$ cat config.mk
export PLATFORM = sky130hd
export DESIGN_NAME = serial_comp_sequencer_flat
export DESIGN_NICKNAME = d
export VERILOG_FILES = /design/src/rtl/serial_comp_pkg.sv /design/src/rtl/serial_comp_sequencer_if.sv /design/src/rtl/serial_capture_reg.sv /design/src/rtl/serial_comp_sequencer.sv /design/src/flat_wrapper.sv
export SDC_FILE = /design/constraint.sdc
export NUM_CORES = 1
export LEC_CHECK = 0
export CELL_PAD_IN_SITES_DETAIL_PLACEMENT = 1
export CELL_PAD_IN_SITES_GLOBAL_PLACEMENT = 1
export CORE_MARGIN = 2
export CORE_UTILIZATION = 35
export CTS_CLUSTER_SIZE = 24
export DETAILED_ROUTE_END_ITERATION = 12
export GPL_TIMING_DRIVEN = 0
export PLACE_DENSITY = 0.78
export SLEW_MARGIN = 5
export SYNTH_ARGS = -nofsm -noshare
export SYNTH_HDL_FRONTEND = slang
export SYNTH_SLANG_ARGS = --single-unit
$ cat constraint.sdc
create_clock -name Clock -period 1.7 [get_ports Clock]
set_clock_uncertainty 0.1 [all_clocks]
set_input_delay 0.425 -clock Clock [delete_from_list [all_inputs] [get_ports Clock]]
set_output_delay 0.425 -clock Clock [all_outputs]
set_load 0.02 [all_outputs]
$ cat src/rtl/serial_comp_pkg.sv
// Shared types and constants for the serial two's-complement sequencer.
//   state_e             : sequencer FSM states
//   SERIAL_COMP_WIDTH   : default word width
package serial_comp_pkg;

  localparam int unsigned SERIAL_COMP_WIDTH = 8;

  typedef enum logic [1:0] {
    IDLE  = 2'd0,
    LOAD  = 2'd1,
    SHIFT = 2'd2,
    DONE  = 2'd3
  } state_e;

endpackage

$ cat src/rtl/serial_comp_sequencer_if.sv
// Upstream/downstream handshake bundle of the serial two's-complement sequencer.
//   in_valid/in_ready/in_data      : word request from upstream
//   out_valid/out_ready/out_data   : complemented result to downstream
//   out_err                        : result self-check flag
// master = traffic source/sink (testbench or surrounding logic), slave = sequencer.
interface serial_comp_sequencer_if
  import serial_comp_pkg::*;
#(
  parameter int unsigned WIDTH = SERIAL_COMP_WIDTH
);

  logic             in_valid;
  logic             in_ready;
  logic [WIDTH-1:0] in_data;
  logic             out_valid;
  logic             out_ready;
  logic [WIDTH-1:0] out_data;
  logic             out_err;

  modport master (
    output in_valid, in_data, out_ready,
    input  in_ready, out_valid, out_data, out_err
  );

  modport slave (
    input  in_valid, in_data, out_ready,
    output in_ready, out_valid, out_data, out_err
  );

endinterface

$ cat src/rtl/serial_capture_reg.sv
// Serial-to-parallel capture register: shifts a new bit in at the MSB on each
// enabled edge, so an LSB-first stream ends up in natural bit order.
//   clk, rst_n : clock, asynchronous active-low clear
//   en_i       : shift enable
//   bit_i      : serial bit entering at the MSB
//   q_o        : parallel register contents
module serial_capture_reg
  import serial_comp_pkg::*;
#(
  parameter int unsigned WIDTH = SERIAL_COMP_WIDTH
) (
  input  logic             clk,
  input  logic             rst_n,
  input  logic             en_i,
  input  logic             bit_i,
  output logic [WIDTH-1:0] q_o
);

  logic [WIDTH-1:0] q_q;

  // Right shift with the incoming bit at the top.
  always_ff @(posedge clk or negedge rst_n) begin
    if (!rst_n) begin
      q_q <= '0;
    end else if (en_i) begin
      q_q <= {bit_i, q_q[WIDTH-1:1]};
    end
  end

  assign q_o = q_q;

endmodule

$ cat src/rtl/serial_comp_sequencer.sv
// Sequencer driving an external Serial_twosComplementer: accepts one word,
// parallel-loads it, shifts it WIDTH times while capturing the serial result,
// then presents the parallel two's complement downstream.
//   Clock, reset_b     : clock, asynchronous active-low reset
//   bus (slave)        : in_valid/in_ready/in_data, out_valid/out_ready/out_data, out_err
//   data               : parallel word to the complementer
//   load               : complementer parallel-load strobe
//   shift_control      : complementer shift enable
//   y                  : serial complemented bit, LSB first
// Optional feature: define SERIAL_COMP_CHECK_EN to compare the captured result
// against (~data + 1) and flag differences on out_err.
module serial_comp_sequencer
  import serial_comp_pkg::*;
#(
  parameter int unsigned WIDTH = SERIAL_COMP_WIDTH
) (
  input  logic                    Clock,
  input  logic                    reset_b,
  serial_comp_sequencer_if.slave  bus,
  output logic [WIDTH-1:0]        data,
  output logic                    load,
  output logic                    shift_control,
  input  logic                    y
);

  localparam int unsigned CNT_W = $clog2(WIDTH + 1);

  state_e             state_q,      state_d;
  logic [CNT_W-1:0]   cnt_q,        cnt_d;
  logic [WIDTH-1:0]   data_q,       data_d;
  logic               load_q,       load_d;
  logic               shift_q,      shift_d;
  logic               in_ready_q,   in_ready_d;
  logic               out_valid_q,  out_valid_d;
  logic [WIDTH-1:0]   capture;

  // State and registered output decodes.
  always_ff @(posedge Clock or negedge reset_b) begin
    if (!reset_b) begin
      state_q     <= IDLE;
      cnt_q       <= '0;
      data_q      <= '0;
      load_q      <= 1'b0;
      shift_q     <= 1'b0;
      in_ready_q  <= 1'b1;
      out_valid_q <= 1'b0;
    end else begin
      state_q     <= state_d;
      cnt_q       <= cnt_d;
      data_q      <= data_d;
      load_q      <= load_d;
      shift_q     <= shift_d;
      in_ready_q  <= in_ready_d;
      out_valid_q <= out_valid_d;
    end
  end

  // Next state; outputs are decoded from the next state so they register
  // alongside it and match the state in every cycle.
  always_comb begin
    state_d = state_q;
    cnt_d   = cnt_q;
    data_d  = data_q;

    case (state_q)
      IDLE: begin
        if (bus.in_valid && in_ready_q) begin
          data_d  = bus.in_data;
          cnt_d   = '0;
          state_d = LOAD;
        end
      end
      LOAD: begin
        state_d = SHIFT;
      end
      SHIFT: begin
        cnt_d = cnt_q + CNT_W'(1);
        // cnt_q counts completed shifts; this edge is the WIDTH-th one.
        if (cnt_q == CNT_W'(WIDTH - 1)) begin
          state_d = DONE;
        end
      end
      DONE: begin
        if (out_valid_q && bus.out_ready) begin
          state_d = IDLE;
        end
      end
      default: begin
        state_d = IDLE;
      end
    endcase

    load_d      = (state_d == LOAD);
    shift_d     = (state_d == SHIFT);
    in_ready_d  = (state_d == IDLE);
    out_valid_d = (state_d == DONE);
  end

  // y is captured on exactly the edges where the complementer shifts.
  serial_capture_reg #(
    .WIDTH (WIDTH)
  ) u_capture (
    .clk   (Clock),
    .rst_n (reset_b),
    .en_i  (shift_q),
    .bit_i (y),
    .q_o   (capture)
  );

`ifdef SERIAL_COMP_CHECK_EN
  logic             err_q, err_d;
  logic [WIDTH-1:0] capture_next;
  logic [WIDTH-1:0] expect_val;

  // The last shift lands on the DONE-entry edge, so compare against the
  // value the capture register is about to take.
  assign capture_next = {y, capture[WIDTH-1:1]};
  assign expect_val   = ~data_q + WIDTH'(1);

  always_comb begin
    err_d = 1'b0;
    if (state_q == SHIFT && state_d == DONE) begin
      err_d = (capture_next != expect_val);
    end else if (state_d == DONE) begin
      err_d = err_q;
    end
  end

  always_ff @(posedge Clock or negedge reset_b) begin
    if (!reset_b) begin
      err_q <= 1'b0;
    end else begin
      err_q <= err_d;
    end
  end

  assign bus.out_err = err_q;
`else
  assign bus.out_err = 1'b0;
`endif

  assign bus.in_ready  = in_ready_q;
  assign bus.out_valid = out_valid_q;
  assign bus.out_data  = capture;
  assign data          = data_q;
  assign load          = load_q;
  assign shift_control = shift_q;

endmodule
$ cat src/flat_wrapper.sv
// flat-port wrapper written by rule: the top's interface ports become plain ports
module serial_comp_sequencer_flat import serial_comp_pkg::*;
#(
  parameter int unsigned WIDTH = SERIAL_COMP_WIDTH
)
  (Clock, reset_b, data, load, shift_control, y, bus_in_valid, bus_in_data, bus_out_ready, bus_in_ready, bus_out_valid, bus_out_data, bus_out_err);
  serial_comp_sequencer_if #(.WIDTH(WIDTH)) bus_i ();
  input  logic Clock;
  input  logic reset_b;
  output logic [WIDTH-1:0] data;
  output logic load;
  output logic shift_control;
  input  logic y;
  input wire logic [$bits(bus_i.in_valid)-1:0] bus_in_valid;
  input wire logic [$bits(bus_i.in_data)-1:0] bus_in_data;
  input wire logic [$bits(bus_i.out_ready)-1:0] bus_out_ready;
  output wire logic [$bits(bus_i.in_ready)-1:0] bus_in_ready;
  output wire logic [$bits(bus_i.out_valid)-1:0] bus_out_valid;
  output wire logic [$bits(bus_i.out_data)-1:0] bus_out_data;
  output wire logic [$bits(bus_i.out_err)-1:0] bus_out_err;
  assign bus_i.in_valid = bus_in_valid;
  assign bus_i.in_data = bus_in_data;
  assign bus_i.out_ready = bus_out_ready;
  assign bus_in_ready = bus_i.in_ready;
  assign bus_out_valid = bus_i.out_valid;
  assign bus_out_data = bus_i.out_data;
  assign bus_out_err = bus_i.out_err;
  serial_comp_sequencer #(.WIDTH(WIDTH)) u_core (.Clock(Clock), .reset_b(reset_b), .bus(bus_i), .data(data), .load(load), .shift_control(shift_control), .y(y));
endmodule
# Word level (Yosys, flattened, before mapping)

Index checks and enable logic that the tools add are counted.

Bits in registers: 26
Output and inout bits: 21

Muxes and demuxes: 6
Eq/ne operators: 8
Add/sub/neg operators: 1
Reduce and logical (&&, ||, !) cells: 7

Operator list:

| cell                                                | number |
|---|---|
| equality test 2 bit, second input constant          | 4 |
| one-hot mux 2 bit (4 select lines)                  | 1 |
| one-hot mux 4 bit (2 select lines)                  | 1 |
| two-way mux 2 bit                                   | 3 |
| adder 4 x 1 -> 4 bit, second input constant         | 1 |
| equality test 2 x 1 -> 1 bit, second input constant | 2 |
| equality test 4 x 3 -> 1 bit, second input constant | 1 |
| zero test 2 bit                                     | 2 |
| two-way mux 4 bit                                   | 1 |
| AND reduction 2 bit                                 | 2 |
| logical AND 1 bit                                   | 2 |
| != test 2 x 1 -> 1 bit, second input constant       | 1 |
| nonzero test 2 bit                                  | 1 |

# Longest topological paths before layout

Gate-level depths: netlist (run 1).

Word-level depth: 4
Depth in mapped cells: 4
Gate-level depth less buffers: 4

# Hierarchy

Synthesis (run 1) repeated with hierarchy kept, for this count alone.

Cell total of the unflattened synthesis: 72
Area total of the unflattened synthesis: 1092.3 µm²

Modules (own cells, without submodules):

| module                | times used | area each (µm²) | cells an instance | seq. area each (µm²) |
|---|---|---|---|---|
| serial_comp_sequencer | 1          | 760.7           | 55                | 451.7 |
| serial_capture_reg    | 1          | 331.6           | 17                | 200.2 |

# Worst setup path before layout (run 1)

No wires, ideal clock.

Kind: register to register
Start point: reg u_core.in_ready_q, in the netlist u_core.bus.in_ready
End point: reg u_core.data_q[1], in the netlist u_core.data[1]
Path slack: 0.202 ns
Buffers on the path: 1
Cell stages (with the launch flop): 4
Library setup time: 0.125 ns
Arrival time: 1.273 ns
Cells stage by stage: dfstp_2 and4bb_4 buf_6 mux2_4

Longest elaborated chain between the ends: 2

Ends and longest elaborated chain:

| element                       | RTL line                    | source |
|---|---|---|
| from (decl)                   | serial_comp_sequencer.sv:33 | `logic in_ready_q, in_ready_d;` |
| from (signal assigned)        | serial_comp_sequencer.sv:53 | `in_ready_q <= in_ready_d;` |
| logical AND 1 bit             | serial_comp_sequencer.sv:67 | `if (bus.in_valid && in_ready_q) begin` |
| AND reduction 2 bit (no line) | n/a                         |  |
| to (signal assigned)          | serial_comp_sequencer.sv:50 | `data_q <= data_d;` |
| to (decl)                     | serial_comp_sequencer.sv:30 | `logic [WIDTH-1:0] data_q, data_d;` |

No other way between the ends.
A chain may end at the register's enable or synchronous reset.

# Worst setup path after layout (run 1)

Start point: reg u_core.out_valid_q, in the netlist u_core.bus.out_valid
End point: out bus_out_valid

RTL lines:

| element                | RTL line                    | source |
|---|---|---|
| from (decl)            | serial_comp_sequencer.sv:34 | `logic out_valid_q, out_valid_d;` |
| from (signal assigned) | serial_comp_sequencer.sv:54 | `out_valid_q <= out_valid_d;` |
| to (decl)              | flat_wrapper.sv:18          | `output wire logic [$bits(bus_i.out_valid)-1:0] bus_out_valid;` |

No word-level cell between the ends.

==> results of run 1 <==
[synthesized netlist by cell type]
cell and count:
sky130_fd_sc_hd__o21ai_0 1, sky130_fd_sc_hd__mux2_2 8, sky130_fd_sc_hd__or3_1 1, sky130_fd_sc_hd__nand3_1 2, sky130_fd_sc_hd__mux2_1 2, sky130_fd_sc_hd__mux2_4 6, sky130_fd_sc_hd__inv_1 2, sky130_fd_sc_hd__and2b_1 1
sky130_fd_sc_hd__o21ai_1 1, sky130_fd_sc_hd__buf_4 1, sky130_fd_sc_hd__dfrtp_1 25, sky130_fd_sc_hd__dfstp_2 1, sky130_fd_sc_hd__a21oi_1 2, sky130_fd_sc_hd__o21bai_1 1, sky130_fd_sc_hd__nor2_1 2, sky130_fd_sc_hd__clkbuf_1 1
sky130_fd_sc_hd__and4bb_4 1, sky130_fd_sc_hd__nand4_1 1, sky130_fd_sc_hd__buf_6 1, sky130_fd_sc_hd__o211ai_1 1, sky130_fd_sc_hd__mux2i_1 2, sky130_fd_sc_hd__nand2b_1 2, sky130_fd_sc_hd__ha_1 1, sky130_fd_sc_hd__o21a_1 2
sky130_fd_sc_hd__and3b_1 1, sky130_fd_sc_hd__conb_1 1, sky130_fd_sc_hd__nand2_1 4
[report_power, final]
group / switching, mW / leakage (nW) / internal [mW]
Clock: 0.177 / 0.0210 / 0.131
Combinational: 0.643 / 0.341 / 0.602
Sequential: 0.198 / 0.311 / 0.924
[final cells by class]
type                            count  area (um^2)  share of cell area
Tap cell                           31         38.8              0.0272
Inverter                            2         7.51             0.00526
Timing Repair Buffer               32          292               0.204
Multi-Input combinational cell     43          379               0.266
Clock buffer                        4         36.3              0.0254
Sequential cell                    26          652               0.457
Buffer                              3         22.5              0.0158
[flip-flops by register name, summed over array words and instances, names as in the netlist]
| signal | cells |
|---|---|
| u_core.u_capture.q_o | 8 |
| u_core.load | 1 |
| u_core.bus.in_ready | 1 |
| u_core.state_q | 2 |
| u_core.cnt_q | 4 |
| u_core.bus.out_valid | 1 |
| u_core.data | 8 |
| u_core.shift_control | 1 |
[worst paths after layout]
path | slack [ps] | cells past startpoint | end
max | 100 | 1 | bus_out_valid
min | 420 | 1 | u_core.data[0]$_DFFE_PN0P_
max reg2reg | 150 | 3 | u_core.data[3]$_DFFE_PN0P_
min reg2reg | 420 | 1 | u_core.data[0]$_DFFE_PN0P_
max in group asynchronous | 230 | 1 | u_core.u_capture.q_o[6]$_DFFE_PN0P_
min in group asynchronous | 600 | 1 | u_core.u_capture.q_o[1]$_DFFE_PN0P_
[layer usage]
metal  vias to the layer above  part of all wire
li1                        326                 -
met1                       347              0.41
met2                        30              0.51
met3                         2             0.061
met4                         0             0.012
met5                         -                 0
[logic make-up (layout without fill, tap and decap cells)]
kind of cell             count (synthesis)  after routing  share of synthesized area
flip-flops                              26             26                      0.614
buffers and inverters                    5             41                     0.0283
AO/OA/AOI/OAI                            8              8                     0.0472
adder cells (fa/ha/maj)                  1              1                     0.0118
multiplexers                            18             18                      0.210
other                                    1              1                    0.00353
AND/OR/NAND/NOR                         15             15                     0.0849
[timing repair]
item | 4_1_cts | 5_1_grt
endpoints found under the setup margin | 20 | 1
cloned | 0 | 0
resized for setup | 22 | 1
pin swaps | 0 | 0
[per-stage QoR]
stage           util  TNS (ps)  hold slack, ps  setup slack [ps]
5_1_grt        0.505         0             449              36.7
4_1_cts        0.507         0             420              14.1
2_1_floorplan      -         0            29.4               202
3_5_place_dp   0.502     -6880             393              -226
6_report       0.505         0             419               104
3_3_place_gp   0.502     -6260             371              -214
==> insert_results.sql, run 1 <==
INSERT INTO impl_metrics (metric_group, metric, value, unit) VALUES
('detailed_routing', 'drt_drc_violations_left', '0', ''),
('clock_tree', 'ctsLongestPathBuffers', '2', ''),
('clock_tree', 'clkSlewWorstSetupHoldPaths', '130', 'ps'),
('setup_path', 'timing_worst_setup_path_type', 'reg -> out', ''),
('detailed_routing', 'detailedRoute.firstIterationViolations', '30', ''),
('hold_path', 'min-delay-path-class', 'reg -> reg', ''),
('power_and_ir_drop', 'power.density_cell_area', '1870', 'nW/um^2'),
('setup_path', 'critPathMaxStageDelay', '420', 'ps'),
('grt', 'globalRouteTotalUtil', '0.140', ''),
('clock_tree', 'cts_made_buffers', '3', ''),
('timing', 'setup_viol', '0', ''),
('layout', 'area_growth_syn_to_layout', '34.6', '%'),
('grt', 'grt.met2_usage', '0.238', ''),
('yosys', 'synth_sequential_area_ratio', '0.614', ''),
('yosys', 'yosys_warnings', '0', ''),
('grt', 'grt.met3_usage', '0.0393', ''),
('yosys', 'syn-cell-area', '1060', 'um^2'),
('setup_path', 'cp.arrival', '1070', 'ps'),
('clock_tree', 'clock_sink_count', '26', ''),
('timing', 'peak_freq', '627', 'MHz'),
('job', 'cap_violations', '0', ''),
('placement', 'dpl_cell_area', '1420', 'um^2'),
('detailed_routing', 'avgViaCountPerCell', '5.00', ''),
('setup_path', 'setup.worst_path.end_class', 'primary output', ''),
('grt', 'grt_pass1_wl', '3640', 'um'),
('yosys', 'syn_avg_cell_area', '14.3', 'um^2'),
('placement', 'placedCellCount', '137', ''),
('clock_tree', 'clkLatencyLatePin', '320', 'ps'),
('clock_tree', 'clk_root_buffer_cell', 'sky130_fd_sc_hd__clkbuf_4', ''),
('setup_path', 'worstReg2RegStart', 'u_core.state_q[0]$_DFF_PN0_', ''),
('die', 'fp.dieArea', '3490', 'um^2'),
('layout', 'final_cells', '141', ''),
('run_status', 'outcome', 'completed', ''),
('yosys', 'synthDistinctLibCells', '27', ''),
('setup_path', 'cpMaxStageDelayCell', 'sky130_fd_sc_hd__dfrtp_1', ''),
('clock_tree', 'number_of_h_tree_levels', '1', ''),
('timing', 'worst_rel_slew_slack', '0.239', ''),
('die', 'fp.dieW', '59.1', 'um'),
('power_and_ir_drop', 'total_power', '2.67', 'mW'),
('setup_path', 'timing.critical_path.cells', 'dlygate4sd2_1', ''),
('yosys', 'synth.ff_latch_count', '26', ''),
('grt', 'global_route.peak_usage_layer', 'met2', ''),
('power_and_ir_drop', 'power.static_leakage', '0.673', 'nW'),
('setup_path', 'critical_path.n_buffers_inverters', '1', ''),
('grt', 'grt.overflow.total', '0', ''),
('detailed_routing', 'via_count', '705', ''),
('yosys', 'syn-instance-count', '74', ''),
('grt', 'largest_net_degree_at_the_start_of_global_routing', '27', ''),
('hold_path', 'timing.hold.worst.start', 'u_core.data[0]$_DFFE_PN0P_', ''),
('setup_path', 'worst_setup_path_startpoint', 'u_core.bus.out_valid$_DFF_PN0_', ''),
('placement', 'count_of_buffers_from_port_buffering', '32', ''),
('layout', 'finalInstanceArea', '1430', 'um^2'),
('yosys', 'synth.top_cell.area_share', '0.590', ''),
('grt', 'grt_antenna_before_repair', '0', ''),
('timing', 'layout_worst_path_cycle_share', '0.939', ''),
('yosys', 'synth.largest_area_cell', 'sky130_fd_sc_hd__dfrtp_1', ''),
('die', 'die_h', '59.1', 'um'),
('setup_path', 'cp_top_family', 'flip-flops', ''),
('power_and_ir_drop', 'vdd.ir_drop.worst', '634', 'uV'),
('layout', 'number_of_nets_in_the_final_layout', '125', ''),
('placement', 'place_congestion', '0.707', ''),
('die', 'placeableCoreArea', '2830', 'um^2'),
('layout', 'post_route_cells_drive_above_1_share', '0.209', ''),
('layout', 'inserted_diodes', '0', ''),
('detailed_routing', 'antenna_violating_nets_post_route', '0', ''),
('clock_tree', 'post_cts_hold_buffer_count', '0', ''),
('detailed_routing', 'drt_first_pass_iters', '3', ''),
('setup_path', 'worst_ep_required_time', '1170', 'ps'),
('timing', 'worst_pin_slew', '1140', 'ps'),
('die', 'floorplan.initialDensity', '0.375', ''),
('setup_path', 'critPathLaunchType', 'flop', '');
Power figures use the tool's default switching activity.
==> run 2: changes to the inputs <==
--- a/config.mk
+++ b/config.mk
@@ -11,8 +11,9 @@
 export CORE_UTILIZATION = 35
 export CTS_CLUSTER_SIZE = 24
 export DETAILED_ROUTE_END_ITERATION = 12
-export GPL_TIMING_DRIVEN = 0
 export PLACE_DENSITY = 0.78
+export RECOVER_POWER = 50
+export SKIP_CTS_REPAIR_TIMING = 1
 export SLEW_MARGIN = 5
 export SYNTH_ARGS = -nofsm -noshare
 export SYNTH_HDL_FRONTEND = slang
==> run 2 against run 1 <==
Net effect: worst hold slack lost 2.5 ps; critical endpoint is now bus_in_ready; sequential power is essentially flat; highest routed layer unchanged; die area is the same; clock-buffer cell count is the same; clock power shrank 9.7%; routed wire length grew 9.6%; power grew 4.6%; combinational power grew 12%; register-to-register slack gained 70 ps.
==> insert_results.sql, run 2 (synthesized netlist as in run 1, its figures left out) <==
INSERT INTO impl_metrics (metric_group, metric, value, unit) VALUES
('setup_path', 'critical_path.n_buffers_inverters', '1', ''),
('job', 'cap_violations', '0', ''),
('detailed_routing', 'top_layer_used', 'met4', ''),
('placement', 'post-dp-hpwl', '1590', 'um'),
('hold_path', 'min_delay_worst_endpoint', 'u_core.data[0]$_DFFE_PN0P_', ''),
('layout', 'final_cells', '142', ''),
('setup_path', 'worstReg2RegStart', 'u_core.bus.in_ready$_DFF_PN1_', ''),
('clock_tree', 'cts_made_buffers', '3', ''),
('grt', 'largest_net_degree_at_the_start_of_global_routing', '27', ''),
('timing', 'worst_slack', '75.0', 'ps'),
('timing', 'timing.setup.tns', '0', 'ps'),
('die', 'fp.dieW', '59.1', 'um'),
('placement', 'placedCellCount', '138', ''),
('placement', 'count_of_buffers_from_port_buffering', '32', ''),
('placement', 'dpl_cell_area', '1430', 'um^2'),
('timing', 'peak_freq', '615', 'MHz'),
('power_and_ir_drop', 'power.static_leakage', '0.856', 'nW'),
('detailed_routing', 'detailedRoute.firstIterationViolations', '4', ''),
('setup_path', 'reg2reg_to', 'u_core.data[7]$_DFFE_PN0P_', ''),
('grt', 'globalRouteTotalUtil', '0.152', ''),
('detailed_routing', 'drt_first_pass_iters', '2', ''),
('detailed_routing', 'routedLengthMet1', '904', 'um'),
('timing', 'shortest_period_the_worst_path_allows', '1620', 'ps'),
('grt', 'grt.overflow.total', '0', ''),
('setup_path', 'setup.worst_path.end_class', 'primary output', ''),
('setup_path', 'cpMaxStageDelayCell', 'sky130_fd_sc_hd__dfstp_2', ''),
('layout', 'inserted_diodes', '0', ''),
('die', 'die_h', '59.1', 'um'),
('die', 'placeableCoreArea', '2830', 'um^2'),
('power_and_ir_drop', 'total_power', '2.80', 'mW'),
('setup_path', 'critPathLaunchType', 'flop', ''),
('timing', 'worst_pin_slew', '636', 'ps'),
('power_and_ir_drop', 'vdd.ir_drop.worst', '807', 'uV'),
('timing', 'finalMaxSlewViolations', '0', ''),
('detailed_routing', 'via_count', '714', ''),
('timing', 'finalHoldViolations', '0', ''),
('detailed_routing', 'drt_drc_violations_left', '0', ''),
('die', 'floorplan.initialDensity', '0.375', ''),
('hold_path', 'timing.hold.worst.start', 'u_core.data[0]$_DFFE_PN0P_', ''),
('layout', 'layout_common_cells', 'sky130_fd_sc_hd__dfrtp_1 (25), sky130_fd_sc_hd__dlymetal6s2s_1 (20), sky130_fd_sc_hd__clkdlybuf4s50_1 (10)', ''),
('clock_tree', 'clkLatencyLatePin', '330', 'ps'),
('layout', 'area_growth_syn_to_layout', '41.2', '%'),
('run_status', 'outcome', 'completed', ''),
('die', 'num_rows', '19', ''),
('timing', 'layout_worst_path_cycle_share', '0.956', ''),
('hold_path', 'timing.hold.worst_path_depth', '1', ''),
('setup_path', 'cp.arrival', '1100', 'ps'),
('layout', 'final_common_cell', 'sky130_fd_sc_hd__dfrtp_1', ''),
('grt', 'grt_pass1_wl', '3850', 'um'),
('setup_path', 'worst_ep_required_time', '1170', 'ps'),
('setup_path', 'timing_worst_setup_path_type', 'reg -> out', ''),
('placement', 'place_congestion', '0.701', ''),
('setup_path', 'worst_r2r_path_depth', '2', ''),
('die', 'design.portCount', '34', ''),
('power_and_ir_drop', 'power.density_cell_area', '1870', 'nW/um^2'),
('setup_path', 'cp_top_family', 'flip-flops', ''),
('timing', 'setup_viol', '0', ''),
('detailed_routing', 'wirelength_routed', '2230', 'um'),
('clock_tree', 'clock_sink_count', '26', ''),
('setup_path', 'register_to_register_path_setup_slack', '220', 'ps'),
('grt', 'number_of_global_route_vias_before_repair', '769', ''),
('detailed_routing', 'avgViaCountPerCell', '5.03', ''),
('detailed_routing', 'drt-wirelength-per-cell', '15.7', 'um'),
('layout', 'number_of_nets_in_the_final_layout', '126', ''),
('layout', 'finalInstanceArea', '1500', 'um^2'),
('clock_tree', 'ctsLongestPathBuffers', '2', ''),
('detailed_routing', 'antenna_violating_nets_post_route', '0', ''),
('timing', 'unrepaired_setup_endpoints_after_global_routing', 'false', ''),
('setup_path', 'timing.critical_path.cells', 'dlymetal6s2s_1', ''),
('timing', 'worst_rel_slew_slack', '0.576', ''),
('layout', 'post_route_cells_drive_above_1_share', '0.198', ''),
('die', 'fp.dieArea', '3490', 'um^2'),
('detailed_routing', 'met3_length', '146', 'um'),
('clock_tree', 'clkSlewWorstSetupHoldPaths', '130', 'ps'),
('clock_tree', 'cts_tree', 'built', ''),
('placement', 'pre_cts_ws', '-175', 'ps'),
('setup_path', 'crit_path_max_fanout', '2', ''),
('hold_path', 'min-delay-path-class', 'reg -> reg', ''),
('setup_path', 'critPathMaxStageDelay', '560', 'ps'),
('clock_tree', 'number_of_h_tree_levels', '1', ''),
('clock_tree', 'clk_root_buffer_cell', 'sky130_fd_sc_hd__clkbuf_4', ''),
('detailed_routing', 'met2RoutedLength', '1160', 'um'),
('grt', 'grt_antenna_before_repair', '0', '');
-- run 2: cell types whose count changed in the layout (fill, tap and decap cells not counted), moves of 2 or more --
cell | before | now
sky130_fd_sc_hd__clkdlybuf4s50_1 | 12 | 10
sky130_fd_sc_hd__dlygate4sd2_1 | 19 | 0
sky130_fd_sc_hd__dlygate4sd3_1 | 0 | 2
sky130_fd_sc_hd__dlymetal6s2s_1 | 0 | 20
-- run 2: per-stage QoR --
stage | utilization | hold WS, ps
after global placement | 0.505 | 379
after global routing | 0.529 | 441
after detailed placement | 0.505 | 379
final | 0.529 | 416
after floorplan | - | 29.4
after CTS | 0.514 | 340
-- run 2: final cells by class --
type	count	area, um^2
clock buffer	4	26.3
timing repair buffer	36	394
sequential	26	652
fill	285	1330
inverter	2	7.51
multi-input combinational	43	379
tap	31	38.8
-- run 2: worst max path at each step --
stage                                   from                          to  slack, ps  cells past startpoint
2_1_floorplan  u_core.bus.in_ready$_DFF_PN1_  u_core.data[1]$_DFFE_PN0P_        200                      3
3_3_place_gp                    bus_in_valid  u_core.data[0]$_DFFE_PN0P_       -120                      3
3_5_place_dp                    bus_in_valid  u_core.data[7]$_DFFE_PN0P_       -180                      3
4_1_cts        u_core.bus.in_ready$_DFF_PN1_                bus_in_ready       -330                      1
5_1_grt        u_core.bus.in_ready$_DFF_PN1_                bus_in_ready          4                      1
6_report       u_core.bus.in_ready$_DFF_PN1_                bus_in_ready         80                      1
-- run 2: routing by layer --
metal / global-route usage / up-vias
met5: 0 / -
met4: 0.0487 / 0
met3: 0.0415 / 2
met2: 0.263 / 30
met1: 0.182 / 354
li1: - / 328
-- run 2: power by group --
| part | switching [mW] | internal (mW) | leakage (nW) |
|---|---|---|---|
| Clock | 0.186 | 0.0920 | 0.0150 |
| Combinational | 0.666 | 0.728 | 0.530 |
| Sequential | 0.203 | 0.924 | 0.311 |
==> run 3: changes to the inputs <==
--- a/config.mk
+++ b/config.mk
@@ -5,6 +5,7 @@
 export SDC_FILE = /design/constraint.sdc
 export NUM_CORES = 1
 export LEC_CHECK = 0
+export CAP_MARGIN = 30
 export CELL_PAD_IN_SITES_DETAIL_PLACEMENT = 1
 export CELL_PAD_IN_SITES_GLOBAL_PLACEMENT = 1
 export CORE_MARGIN = 2
==> constraint.sdc (replaced) <==
create_clock -name Clock -period 1.5 [get_ports Clock]
set_clock_uncertainty 0.1 [all_clocks]
set_input_delay 0.375 -clock Clock [delete_from_list [all_inputs] [get_ports Clock]]
set_output_delay 0.375 -clock Clock [all_outputs]
set_load 0.02 [all_outputs]
==> run 3 against run 2 <==
Net effect: the run now ends with setup timing left; flip-flop and latch count did not move; clock-buffer cell count stayed put; critical path depth unchanged; worst setup slack lost 100 ps; first-iteration DRC count rose to 3.3 times the previous value; critical endpoint unchanged; routed wire length decreased by 2.0%; die area unchanged.
==> insert_results.sql, run 3 (synthesized netlist as in run 1, its figures left out) <==
INSERT INTO impl_metrics (metric_group, metric, value, unit) VALUES
('run_status', 'outcome', 'complete, but fails checks', ''),
('run_status', 'violated_checks', 'setup timing', ''),
('detailed_routing', 'wirelength_routed', '2190', 'um'),
('power_and_ir_drop', 'power.density_cell_area', '2140', 'nW/um^2'),
('grt', 'grt.overflow.total', '0', ''),
('clock_tree', 'cts_made_buffers', '3', ''),
('layout', 'layout_common_cells', 'sky130_fd_sc_hd__dfrtp_1 (25), sky130_fd_sc_hd__dlymetal6s2s_1 (19), sky130_fd_sc_hd__clkdlybuf4s50_1 (11)', ''),
('grt', 'grt_pass1_wl', '3600', 'um'),
('layout', 'post_route_cells_drive_above_1_share', '0.246', ''),
('die', 'num_rows', '19', ''),
('job', 'cap_violations', '0', ''),
('setup_path', 'timing.critical_path.cells', 'buf_2', ''),
('detailed_routing', 'detailedRoute.firstIterationViolations', '13', ''),
('power_and_ir_drop', 'vdd.ir_drop.worst', '946', 'uV'),
('detailed_routing', 'via_count', '723', ''),
('clock_tree', 'clkLatencyLatePin', '330', 'ps'),
('detailed_routing', 'antenna_violating_nets_post_route', '0', ''),
('placement', 'pre_cts_ws', '-308', 'ps'),
('placement', 'placedCellCount', '141', ''),
('setup_path', 'worst_ep_required_time', '1020', 'ps'),
('detailed_routing', 'drt-wirelength-per-cell', '15.1', 'um'),
('timing', 'finalHoldViolations', '0', ''),
('clock_tree', 'clkSlewWorstSetupHoldPaths', '140', 'ps'),
('setup_path', 'critPathMaxStageDelay', '560', 'ps'),
('detailed_routing', 'drt_first_pass_iters', '4', ''),
('setup_path', 'cp_top_family', 'flip-flops', ''),
('detailed_routing', 'drt_drc_violations_left', '0', ''),
('layout', 'number_of_nets_in_the_final_layout', '129', ''),
('grt', 'number_of_global_route_vias_before_repair', '803', ''),
('setup_path', 'cpMaxStageDelayCell', 'sky130_fd_sc_hd__dfstp_2', ''),
('timing', 'worst_rel_slew_slack', '0.576', ''),
('die', 'design.portCount', '34', ''),
('die', 'placeableCoreArea', '2830', 'um^2'),
('power_and_ir_drop', 'power.static_leakage', '0.861', 'nW'),
('setup_path', 'critical_path.n_buffers_inverters', '1', ''),
('detailed_routing', 'avgViaCountPerCell', '4.99', ''),
('setup_path', 'crit_path_max_fanout', '2', ''),
('clock_tree', 'clock_sink_count', '26', ''),
('layout', 'final_cells', '145', ''),
('clock_tree', 'clk_root_buffer_cell', 'sky130_fd_sc_hd__clkbuf_4', ''),
('setup_path', 'timing_worst_setup_path_type', 'reg -> out', ''),
('grt', 'grt_antenna_before_repair', '0', ''),
('placement', 'count_of_buffers_from_port_buffering', '32', ''),
('grt', 'largest_net_degree_at_the_start_of_global_routing', '27', ''),
('setup_path', 'setup.worst_path.end_class', 'primary output', ''),
('die', 'floorplan.initialDensity', '0.375', ''),
('setup_path', 'critPathLaunchType', 'flop', ''),
('timing', 'finalMaxSlewViolations', '0', ''),
('layout', 'area_growth_syn_to_layout', '44.2', '%'),
('clock_tree', 'cts_tree', 'built', ''),
('die', 'fp.dieW', '59.1', 'um'),
('grt', 'globalRouteTotalUtil', '0.139', ''),
('timing', 'worst_pin_slew', '637', 'ps'),
('timing', 'unrepaired_setup_endpoints_after_global_routing', 'true', ''),
('power_and_ir_drop', 'total_power', '3.28', 'mW'),
('timing', 'timing.setup.tns', '-26.4', 'ps'),
('setup_path', 'cp.arrival', '1050', 'ps'),
('hold_path', 'min-delay-path-class', 'reg -> reg', ''),
('timing', 'peak_freq', '655', 'MHz'),
('layout', 'inserted_diodes', '0', ''),
('clock_tree', 'ctsLongestPathBuffers', '2', ''),
('timing', 'worst_slack', '-26.4', 'ps'),
('timing', 'worst_hold_slack', '407', 'ps'),
('die', 'fp.dieArea', '3490', 'um^2'),
('placement', 'post-dp-hpwl', '1580', 'um'),
('layout', 'final_common_cell', 'sky130_fd_sc_hd__dfrtp_1', ''),
('timing', 'setup_viol', '1', ''),
('timing', 'shortest_period_the_worst_path_allows', '1530', 'ps'),
('placement', 'place_congestion', '0.741', ''),
('timing', 'layout_worst_path_cycle_share', '1.02', ''),
('clock_tree', 'number_of_h_tree_levels', '1', ''),
('die', 'die_h', '59.1', 'um');
-- run 3: report_power, final --
part	leakage (nW)	internal (mW)	switching [mW]
combinational	0.528	0.879	0.785
clock	0.0210	0.149	0.211
sequential	0.311	1.05	0.208
total	0.861	2.07	1.20
-- run 3: final timing paths --
| check | startpoint | to | slack, ps | cells past startpoint |
|---|---|---|---|---|
| worst max-delay path | u_core.bus.in_ready$_DFF_PN1_ | bus_in_ready | -30 | 1 |
| max in group asynchronous | reset_b | u_core.u_capture.q_o[7]$_DFFE_PN0P_ | 400 | 2 |
| worst min-delay path | u_core.data[0]$_DFFE_PN0P_ | u_core.data[0]$_DFFE_PN0P_ | 410 | 1 |
| worst max register to register | u_core.bus.in_ready$_DFF_PN1_ | u_core.data[0]$_DFFE_PN0P_ | 10 | 2 |
| worst min register to register | u_core.data[0]$_DFFE_PN0P_ | u_core.data[0]$_DFFE_PN0P_ | 410 | 1 |
| min in group asynchronous | reset_b | u_core.u_capture.q_o[3]$_DFFE_PN0P_ | 490 | 2 |
-- run 3: metal layers --
metal / vias up / track usage / wire [um]
met4: 0 / 0.0584 / 18
met5: - / 0 / 0
met3: 2 / 0.0218 / 122
met1: 357 / 0.163 / 928
li1: 334 / - / -
met2: 30 / 0.251 / 1120
-- run 3: layout make-up --
| cell class | instances | area, um^2 |
|---|---|---|
| clock buffer | 4 | 36.3 |
| tap | 31 | 38.8 |
| multi-input combinational | 43 | 390 |
| sequential | 26 | 652 |
| inverter | 2 | 7.51 |
| timing repair buffer | 39 | 405 |
| fill | 281 | 1300 |
-- run 3: worst reg2reg max path, delay by kind of cell, from the launching register on --
family | cells | cell delay [ps]
muxes | 1 | 340
DFF | 1 | 560
and+or+nand+nor | 1 | 390
-- run 3: per-stage QoR --
stage           util  area (um^2)
2_1_floorplan      -         1060
6_report       0.541         1530
3_5_place_dp   0.517         1460
5_1_grt        0.541         1530
4_1_cts        0.530         1500
3_3_place_gp   0.517         1460
